File: src/rtl/uart_pkg.sv
`default_nettype none
// ============================================================================
// Module      : uart_pkg
// Description : Shared types and constants for the UART receive path:
//               FIFO entry width helper, default buffer geometry, the
//               character-timeout limit and the frame-format encodings used
//               by the receiver.
// Revision    : 1.0 - initial release
// ============================================================================
package uart_pkg;

    // Default buffer geometry
    localparam int unsigned c_DATA_BITS_DEFAULT   = 8;
    localparam int unsigned c_DEPTH_DEFAULT       = 16;
    localparam int unsigned c_ADDR_WIDTH_DEFAULT  = 4;
    localparam int unsigned c_ALMOST_FULL_DEFAULT = 12;

    // Character timeout: 4 characters x 10 bit periods, 16 samples per bit
    localparam int unsigned c_OVERSAMP_RATE_DEFAULT = 16;
    localparam int unsigned c_TIMEOUT_BITS_DEFAULT  = 40;
    localparam int unsigned c_TIMEOUT_LIMIT =
        c_TIMEOUT_BITS_DEFAULT * c_OVERSAMP_RATE_DEFAULT;

    // Frame-format encodings shared with the receiver
    typedef enum logic [1:0] {
        PARITY_NONE = 2'd0,
        PARITY_EVEN = 2'd1,
        PARITY_ODD  = 2'd2
    } parity_e;

    typedef enum logic [1:0] {
        STOP_1    = 2'd0,
        STOP_1_5  = 2'd1,
        STOP_2    = 2'd2
    } stop_bits_e;

    // One FIFO entry holds the data byte plus its parity-error flag
    function automatic int unsigned entry_width(input int unsigned data_bits);
        return data_bits + 1;
    endfunction

endpackage : uart_pkg
`default_nettype wire

File: src/rtl/uart_fifo_mem.sv
`default_nettype none
// ============================================================================
// Module      : uart_fifo_mem
// Description : DEPTH x WIDTH register array, synchronous write port and
//               asynchronous read port. Contents are not reset.
// Ports       : clk_i      - system clock
//               wr_en_i    - write strobe
//               wr_addr_i  - write address
//               wr_data_i  - write data
//               rd_addr_i  - read address
//               rd_data_o  - read data (combinational)
// Revision    : 1.0 - initial release
// ============================================================================
module uart_fifo_mem #(
    parameter int unsigned WIDTH      = 9,
    parameter int unsigned DEPTH      = 16,
    parameter int unsigned ADDR_WIDTH = 4
) (
    input  logic                  clk_i,
    input  logic                  wr_en_i,
    input  logic [ADDR_WIDTH-1:0] wr_addr_i,
    input  logic [WIDTH-1:0]      wr_data_i,
    input  logic [ADDR_WIDTH-1:0] rd_addr_i,
    output logic [WIDTH-1:0]      rd_data_o
);

    logic [WIDTH-1:0] mem_q [DEPTH];

    always_ff @(posedge clk_i) begin
        if (wr_en_i) begin
            mem_q[wr_addr_i] <= wr_data_i;
        end
    end

    assign rd_data_o = mem_q[rd_addr_i];

endmodule : uart_fifo_mem
`default_nettype wire

File: src/rtl/uart_rx_fifo.sv
`default_nettype none
// ============================================================================
// Module      : uart_rx_fifo
// Description : Receive FIFO behind the UART receiver. Stores {parity_err,
//               data} per byte, presents the head entry first-word-fall-
//               through, and raises overrun and character-timeout interrupts.
// Ports       : clk_i, reset_i (async, active-high)
//               clk_sample_i     - 16x oversample enable (timeout time base)
//               wr_data_i/wr_valid_i/parity_error_i - byte from receiver
//               rd_en_i          - pop head entry
//               rd_data_o/rd_parity_err_o - head entry (0 when empty)
//               empty_o/full_o/almost_full_o/count_o - occupancy status
//               int_overrun_o/int_timeout_o - sticky interrupts
//               int_clear_n_i    - active-low clear of both interrupts
// Revision    : 1.0 - initial release
// ============================================================================
module uart_rx_fifo
    import uart_pkg::*;
#(
    parameter int unsigned DATA_BIT_NUM      = c_DATA_BITS_DEFAULT,
    parameter int unsigned DEPTH             = c_DEPTH_DEFAULT,
    parameter int unsigned ADDR_WIDTH        = c_ADDR_WIDTH_DEFAULT,
    parameter int unsigned ALMOST_FULL_LEVEL = c_ALMOST_FULL_DEFAULT,
    parameter int unsigned OVERSAMP_RATE     = c_OVERSAMP_RATE_DEFAULT,
    parameter int unsigned TIMEOUT_BITS      = c_TIMEOUT_BITS_DEFAULT
) (
    input  logic                    clk_i,
    input  logic                    reset_i,
    input  logic                    clk_sample_i,
    input  logic [DATA_BIT_NUM-1:0] wr_data_i,
    input  logic                    wr_valid_i,
    input  logic                    parity_error_i,
    input  logic                    rd_en_i,
    output logic [DATA_BIT_NUM-1:0] rd_data_o,
    output logic                    rd_parity_err_o,
    output logic                    empty_o,
    output logic                    full_o,
    output logic                    almost_full_o,
    output logic [ADDR_WIDTH:0]     count_o,
    output logic                    int_overrun_o,
    output logic                    int_timeout_o,
    input  logic                    int_clear_n_i
);

    localparam int unsigned c_ENTRY_W       = entry_width(DATA_BIT_NUM);
    localparam int unsigned c_PTR_W         = ADDR_WIDTH + 1;
    localparam int unsigned c_TIMEOUT_LIMIT = TIMEOUT_BITS * OVERSAMP_RATE;
    localparam int unsigned c_TO_W          = $clog2(c_TIMEOUT_LIMIT + 1);

    logic [c_PTR_W-1:0]   wr_ptr_q, wr_ptr_d;
    logic [c_PTR_W-1:0]   rd_ptr_q, rd_ptr_d;
    logic [c_PTR_W-1:0]   count_q, count_d;
    logic                 empty_q, empty_d;
    logic                 full_q, full_d;
    logic                 almost_full_q, almost_full_d;
    logic                 overrun_q, overrun_d;
    logic                 timeout_q, timeout_d;
    logic [c_TO_W-1:0]    to_cnt_q, to_cnt_d;

    logic                 w_do_rd;
    logic                 w_do_wr;
    logic                 w_ovr_set;
    logic                 w_to_set;
    logic [c_ENTRY_W-1:0] w_head;

    uart_fifo_mem #(
        .WIDTH      (c_ENTRY_W),
        .DEPTH      (DEPTH),
        .ADDR_WIDTH (ADDR_WIDTH)
    ) u_mem (
        .clk_i      (clk_i),
        .wr_en_i    (w_do_wr),
        .wr_addr_i  (wr_ptr_q[ADDR_WIDTH-1:0]),
        .wr_data_i  ({parity_error_i, wr_data_i}),
        .rd_addr_i  (rd_ptr_q[ADDR_WIDTH-1:0]),
        .rd_data_o  (w_head)
    );

    always_comb begin
        // A read while full frees a slot in the same edge, so the write
        // is accepted rather than counted as an overrun.
        w_do_rd   = rd_en_i && !empty_q;
        w_do_wr   = wr_valid_i && (!full_q || w_do_rd);
        w_ovr_set = wr_valid_i && full_q && !w_do_rd;

        wr_ptr_d = wr_ptr_q;
        rd_ptr_d = rd_ptr_q;
        if (w_do_wr) wr_ptr_d = wr_ptr_q + c_PTR_W'(1);
        if (w_do_rd) rd_ptr_d = rd_ptr_q + c_PTR_W'(1);

        // Status is derived from the next pointers so it lines up with them
        count_d       = wr_ptr_d - rd_ptr_d;
        empty_d       = (count_d == '0);
        full_d        = (count_d == c_PTR_W'(DEPTH));
        almost_full_d = (count_d >= c_PTR_W'(ALMOST_FULL_LEVEL));

        // Timeout fires on the tick that would take the counter past
        // LIMIT-1; the counter then parks at LIMIT so it fires only once
        // per idle stretch, even after the interrupt is cleared.
        w_to_set = clk_sample_i && !empty_q && !w_do_wr && !w_do_rd &&
                   (to_cnt_q == c_TO_W'(c_TIMEOUT_LIMIT - 1));

        to_cnt_d = to_cnt_q;
        if (w_do_wr || w_do_rd || empty_q) begin
            to_cnt_d = '0;
        end else if (clk_sample_i && (to_cnt_q != c_TO_W'(c_TIMEOUT_LIMIT))) begin
            to_cnt_d = to_cnt_q + c_TO_W'(1);
        end

        // Set events take priority over clear
        overrun_d = overrun_q;
        if (w_ovr_set)           overrun_d = 1'b1;
        else if (!int_clear_n_i) overrun_d = 1'b0;

        timeout_d = timeout_q;
        if (w_to_set)                      timeout_d = 1'b1;
        else if (!int_clear_n_i || w_do_rd) timeout_d = 1'b0;
    end

    always_ff @(posedge clk_i or posedge reset_i) begin
        if (reset_i) begin
            wr_ptr_q      <= '0;
            rd_ptr_q      <= '0;
            count_q       <= '0;
            empty_q       <= 1'b1;
            full_q        <= 1'b0;
            almost_full_q <= 1'b0;
            overrun_q     <= 1'b0;
            timeout_q     <= 1'b0;
            to_cnt_q      <= '0;
        end else begin
            wr_ptr_q      <= wr_ptr_d;
            rd_ptr_q      <= rd_ptr_d;
            count_q       <= count_d;
            empty_q       <= empty_d;
            full_q        <= full_d;
            almost_full_q <= almost_full_d;
            overrun_q     <= overrun_d;
            timeout_q     <= timeout_d;
            to_cnt_q      <= to_cnt_d;
        end
    end

    // Storage is not reset, so mask the head entry while empty
    assign {rd_parity_err_o, rd_data_o} = empty_q ? '0 : w_head;
    assign empty_o       = empty_q;
    assign full_o        = full_q;
    assign almost_full_o = almost_full_q;
    assign count_o       = count_q;
    assign int_overrun_o = overrun_q;
    assign int_timeout_o = timeout_q;

endmodule : uart_rx_fifo
`default_nettype wire

File: config.mk
export PLATFORM = sky130hd
export DESIGN_NAME = uart_rx_fifo
export DESIGN_NICKNAME = d
export VERILOG_FILES = /design/src/rtl/uart_pkg.sv /design/src/rtl/uart_fifo_mem.sv /design/src/rtl/uart_rx_fifo.sv
export SDC_FILE = /design/constraint.sdc
export NUM_CORES = 1
export LEC_CHECK = 0
export ABC_AREA = 1
export CELL_PAD_IN_SITES_DETAIL_PLACEMENT = 0
export CELL_PAD_IN_SITES_GLOBAL_PLACEMENT = 1
export CORE_ASPECT_RATIO = 1.25
export CORE_MARGIN = 5
export CORE_UTILIZATION = 48
export CTS_CLUSTER_SIZE = 30
export DETAILED_ROUTE_END_ITERATION = 16
export GPL_TIMING_DRIVEN = 1
export PLACE_DENSITY_LB_ADDON = 0.15
export RECOVER_POWER = 50
export SLEW_MARGIN = 25
export SYNTH_ARGS = -nofsm -noshare
export SYNTH_HDL_FRONTEND = slang
export SYNTH_HIERARCHICAL = 1
export SYNTH_SLANG_ARGS = --single-unit
File: constraint.sdc
create_clock -name clk_i -period 3.5 [get_ports clk_i]
set_clock_uncertainty 0.1 [all_clocks]
set_input_delay 0.875 -clock clk_i [delete_from_list [all_inputs] [get_ports clk_i]]
set_output_delay 0.875 -clock clk_i [all_outputs]
set_load 0.01 [all_outputs]
; ---- After elaboration in Yosys (flattened, before gate mapping)
; Memory sizes are Yosys's and may differ from the RTL's.
; Index checks and enable logic that the tools add are counted.
[word_totals]
wordCells = 51
ramBits = 144
ff_bits = 30
out_inout_bits = 19
memories = 1
in_bits = 15
[memory_table]
columns = memory, depth, word_bits, read_ports, rd_ports_with_merged_regs, wr, line_no
row1 = u_mem.mem_q, 16, 9, 1, 0, 1, uart_fifo_mem.sv:27  ; logic [WIDTH-1:0] mem_q [DEPTH];
[op_classes]
eq_ne = 4
order_cmp = 1
add_sub_neg = 4
n_reduce_logical = 21
mux = 11
[ops]
columns = op, n
row1 = $mux 10, 2
row2 = $add 10x1->10 const B, 1
row3 = $add 5x1->5 const B, 2
row4 = $eq 10x10->1 const B, 1
row5 = $mux 5, 2
row6 = $ne 10x10->1 const B, 1
row7 = $logic_and 1x1->1, 9
row8 = $mux 9, 1
row9 = $mux 1, 6
row10 = $eq 5x5->1 const B, 1
row11 = $ge 5x4->1 const B, 1
row12 = $logic_not 1->1, 5
row13 = $logic_not 5->1, 1
row14 = $sub 5x5->5, 1
row15 = $logic_or 1x1->1, 4
row16 = $reduce_bool 2->1, 2
row17 = $ne 2x1->1 const B, 1

; ---- Longest topological paths before layout
; Gate-level depths: netlist of run 1.
[depth]
depth_word = 9
depth_mapped = 18
mapped_depth_nobuf = 17

; ---- Modules after synthesis
; The synthesis of run 1 kept the hierarchy.
[by_module_without_submodules]
columns = module, n_inst, area_each_um2, seq_area_each_um2, cells_per_inst
row1 = uart_fifo_mem, 1, 6322.3, 4324.1, 606
row2 = uart_rx_fifo, 1, 1804.2, 752.0, 221

; ---- Least setup slack after synthesis of run 1
; OpenSTA, ideal clock, no wires.
[synth_timing]
kind = input to register
startpoint = input rd_en_i
endpoint = register almost_full_q, in the netlist almost_full_o
stages = 14
arrival_ps = 2565
setup_slack_ps = 717
required_time_ps = 3283
setup_ps = 117
n_path_buf = 0
path_cell_list = nand2_4 nand2_4 nand2_4 xor2_1 inv_1 ha_1 fa_1 o21ai_0 nand2b_1 nand2_1 inv_1 nand2_1 nand2_1 nand2_1
[synth_via]
elab_chain_len = 6
elab_cells_between_ends = 7
cone_classes = add/sub (1) / order compare (1) / mux (2) / reduce/logical (3)
[synth_rtl]
columns = item, line_no
row1 = start: declaration, uart_rx_fifo.sv:33  ; input logic rd_en_i,
row2 = $logic_and 1x1->1, uart_rx_fifo.sv:82  ; w_do_rd = rd_en_i && !empty_q;
row3 = $logic_or 1x1->1, uart_rx_fifo.sv:83  ; w_do_wr = wr_valid_i && (!full_q || w_do_rd);
row4 = $logic_and 1x1->1, uart_rx_fifo.sv:83
row5 = $mux 5, uart_rx_fifo.sv:88  ; if (w_do_wr) wr_ptr_d = wr_ptr_q + c_PTR_W'(1);
row6 = via wr_ptr_d[0], uart_rx_fifo.sv:50  ; logic [c_PTR_W-1:0] wr_ptr_q, wr_ptr_d;
row7 = $sub 5x5->5, uart_rx_fifo.sv:92  ; count_d = wr_ptr_d - rd_ptr_d;
row8 = $ge 5x4->1, uart_rx_fifo.sv:95  ; almost_full_d = (count_d >= c_PTR_W'(ALMOST_FULL_LEVEL));
row9 = via almost_full_d, uart_rx_fifo.sv:55  ; logic almost_full_q, almost_full_d;
row10 = end signal: assignment, uart_rx_fifo.sv:137  ; almost_full_q <= almost_full_d;
row11 = end: declaration, uart_rx_fifo.sv:55
; The timed path passes the listed nets, and every way through them passes these cells.
; A chain may end at the register's enable or synchronous reset.

; ---- Worst setup path after layout of run 1
[layout_timing]
startpoint = register rd_ptr_q[0]
endpoint = output rd_data_o[7]
[layout_via]
elab_chain_len = 2
[layout_rtl]
columns = item, line_no
row1 = start: declaration, uart_rx_fifo.sv:51  ; logic [c_PTR_W-1:0] rd_ptr_q, rd_ptr_d;
row2 = start signal: assignment, uart_rx_fifo.sv:133  ; rd_ptr_q <= rd_ptr_d;
row3 = $mem_v2 16x9, -
row4 = via w_head[7], uart_rx_fifo.sv:64  ; logic [c_ENTRY_W-1:0] w_head;
row5 = $mux 9, uart_rx_fifo.sv:145  ; assign {rd_parity_err_o, rd_data_o} = empty_q ? '0 : w_head;
row6 = end: declaration, uart_rx_fifo.sv:34  ; output logic [DATA_BIT_NUM-1:0] rd_data_o,
; The timed path passes the listed nets, and every way through them passes these cells.

==> flow_summary.toml, run 1 <==
[detailed_routing]
vias = 5721
drt-initial-drc-count = 517
routedWlPerCell_um = 16.8
routed_wl_um = 18800
drc_errors = 0
avgViaCountPerCell = 5.11
ant_nets = 0
drt_pass1_iterations = 5

[power]
p_seq_frac = 0.343
p_sw_uw = 2950
power_leakage_uw = 0.00424
finalPower_uw = 7800
clkPwrFrac = 0.241
power.internal_uw = 4850
p_comb_frac = 0.416
p_sw_frac = 0.378
powerDensity_mw_per_mm2 = 820
worst_ir_drop_vdd_mv = 0.583

[finish]
num-fill-cells = 1457
n_antenna_cell = 0
regArea_mm2 = 0.00508
area_growth_pct = 17.0
final_cells = 1120
layout.nets = 912
multi_input_area_mm2 = 0.00220
drive_gt1_frac = 0.0922

[clock_network]
holdBufCountCts = 0
cts_max_level = 4
clkSinkCount = 174
clock_latency_ns = 0.42
clk_pin_slew_ns = 0.06
cts_tree = "done"
numCtsBuffers = 17
cts_root_buffer = "clkbuf_16"
cts_buffer_depth = 2

[timing]
setup_tns_ns = 0
worst_pin_slew_ns = 0.733
slew_headroom = 0.510
timing.final.ws_setup_ns = 0.0921
setup_viol = 0
final-hold-violation-count = 0
fin_crit_sh = 0.974
maxSlewViolCount = 0
fmax_mhz = 293
layout_min_cycle_time_ns = 3.41

[worst_hold_path]
hold_path.class = "flop to flop"
min_from = "int_overrun_o"
holdPathEnd = "int_overrun_o"
hold_depth = 1

[placed_design]
dp.cells = 1080
dpl.hpwl_um = 11400
numPortBuffers = 33
pre_cts_slack_ns = -0.0134
gp_congestion = 0.850

[synthesis]
ys_types = 37
synth_area_per_cell_um2 = 9.83
ys_seq_elements = 174
synth.cell_area_mm2 = 0.00813
synth_top_area_frac = 0.532
synth_edf_count = 144
synth_cells = 827
yosysMostFrequentCell = "nand2_1"
ys_seq_area_frac = 0.625
yosys.area.top_type = "edfxtp_1"
ys_top_cells_by_count = "231 x nand2_1, 151 x inv_1, 144 x edfxtp_1"
synth.area.top_cells = "edfxtp_1 53%, nand2_1 11%, dfrtp_1 8.9%, nand3_1 7.8%, inv_1 7.0%"
synth-main-ff-cell = "edfxtp_1"
ys_warn_count = 6
synth_nets = 851
synthArstFlopShare = 0.172

[global_route]
grtUsageTotal = 0.185
grt_max_degree = 73
overflow = 0
grt_pass1_vias = 5383
grt_pass1_wl_um = 28000
antenna_found_initial = 0

[floorplan]
fp.coreArea_mm2 = 0.0167
ios = 34
die_y_um = 155
die_width_um = 126
rows = 53
die-area_mm2 = 0.0196
start_util = 0.486

[job]
drv_cap = 0

[critical_path]
critPathRequiredTime_ns = 2.52
arrival_ns = 2.43
cp-start-kind = "flop"
crit_fanout = 18
reg2reg_setup_slack_ns = 0.56
r2r_end = "almost_full_o"
r2r_start = "empty_o"
crit_type = "flop to output pin"
reg2reg_depth = 15
end_kind = "output pin"

[run_status]
status = "finished clean"
-- area by class of cell --
type,count,share of cell area
clock buffer,17,0.0448
clock inverter,14,0.0176
inverter,159,0.0674
multi-input combinational,467,0.232
sequential,174,0.534
tap,220,0.0290
timing repair buffer,66,0.0711
timing repair inverter,3,0.00408
-- worst max-delay path by stage --
stage           startpoint         endpoint  slack (ns)
2_1_floorplan      rd_en_i    almost_full_o        0.72
3_3_place_gp       rd_en_i    almost_full_o        0.04
3_5_place_dp       rd_en_i    almost_full_o       -0.01
4_1_cts        rd_ptr_q[0]  rd_parity_err_o       0.007
5_1_grt        rd_ptr_q[0]     rd_data_o[7]      -0.005
6_report       rd_ptr_q[0]     rd_data_o[7]        0.09
-- placed cells by master, fill, tap and decap left out, drive strengths merged, types with 2 or more instances in the layout --
master / netlist / layout
nand3b: 2 / 2
edfxtp: 144 / 144
nor3: 6 / 6
ha: 8 / 8
dlymetal6s2s: 0 / 5
clkinv: 2 / 9
o31ai: 2 / 2
a21oi: 2 / 2
nand3: 131 / 131
xor2: 7 / 7
nand2: 239 / 239
clkinvlp: 0 / 4
o21ai: 12 / 12
buf: 27 / 28
dfrtp: 29 / 29
nor2: 40 / 40
dlygate4sd3: 0 / 11
clkdlybuf4s50: 0 / 17
clkbuf: 0 / 22
nand4: 8 / 8
bufinv: 0 / 3
xnor2: 3 / 3
inv: 157 / 160
-- metal layers --
layer	GRT usage	share of wire	up-vias
met4	0.0516	0.016	0
met2	0.334	0.52	165
met5	0	0	-
met1	0.226	0.41	2756
li1	-	-	2777
met3	0.0371	0.052	23
-- registers in the layout, indices dropped and copies added (netlist names) --
signal and cells:
count_o 5, almost_full_o 1, int_overrun_o 1, int_timeout_o 1, u_mem/mem_q 144, rd_ptr_q 5, wr_ptr_q 5, to_cnt_q 10
empty_o 1, full_o 1
-- stage by stage --
stage	hold slack [ns]	utilization	instance area, µm²
6_report	0.406	0.569	9500
5_1_grt	0.437	0.569	9500
4_1_cts	0.416	0.558	9320
3_5_place_dp	0.396	0.522	8730
3_3_place_gp	0.403	0.522	8730
2_1_floorplan	0.374	-	8130
-- cells by family (layout without fill, tap and decap cells) --
family	count (synthesis)	count (layout)	share of synthesized area
fa+ha+maj	9	9	0.0148
simple gates	429	429	0.232
flops	174	174	0.625
compound gates	19	19	0.0151
buf+inv	186	259	0.103
xor+xnor	10	10	0.0108
-- power by group through the flow --
stage	Combinational [µW]	Sequential, µW	Clock [µW]
2_1_floorplan	2080	2690	0
3_3_place_gp	2940	2710	0
3_5_place_dp	2970	2710	0
4_1_cts	2990	2670	1920
5_1_grt	3600	2700	2020
6_report	3240	2680	1880
-- worst max-delay path, cell delays in order, from the launching register on --
cell and delay, ns:
dfrtp_4 0.52, buf_12 0.17, buf_6 0.12, inv_8 0.13, nand2_1 0.07, nand3_1 0.08, nand3_1 0.09, nand3_1 0.13
nand2_1 0.07, inv_1 0.08, nor2_1 0.04, clkdlybuf4s50_1 0.49
-- what timing repair did --
item / 4_1_cts / 5_1_grt
setup endpoints to repair: 0 / 9
endpoints found under the hold margin: 0 / 0
buffers inserted: 0 / 4
gates resized for setup: 0 / 16
No activity file was read; power rests on OpenSTA's default activity.
==> inputs of run 2 (changes only) <==
- GPL_ROUTABILITY_DRIVEN: not set -> 0
==> results of run 2 <==
Final layout, timing and power as in run 1 (identical DEF).
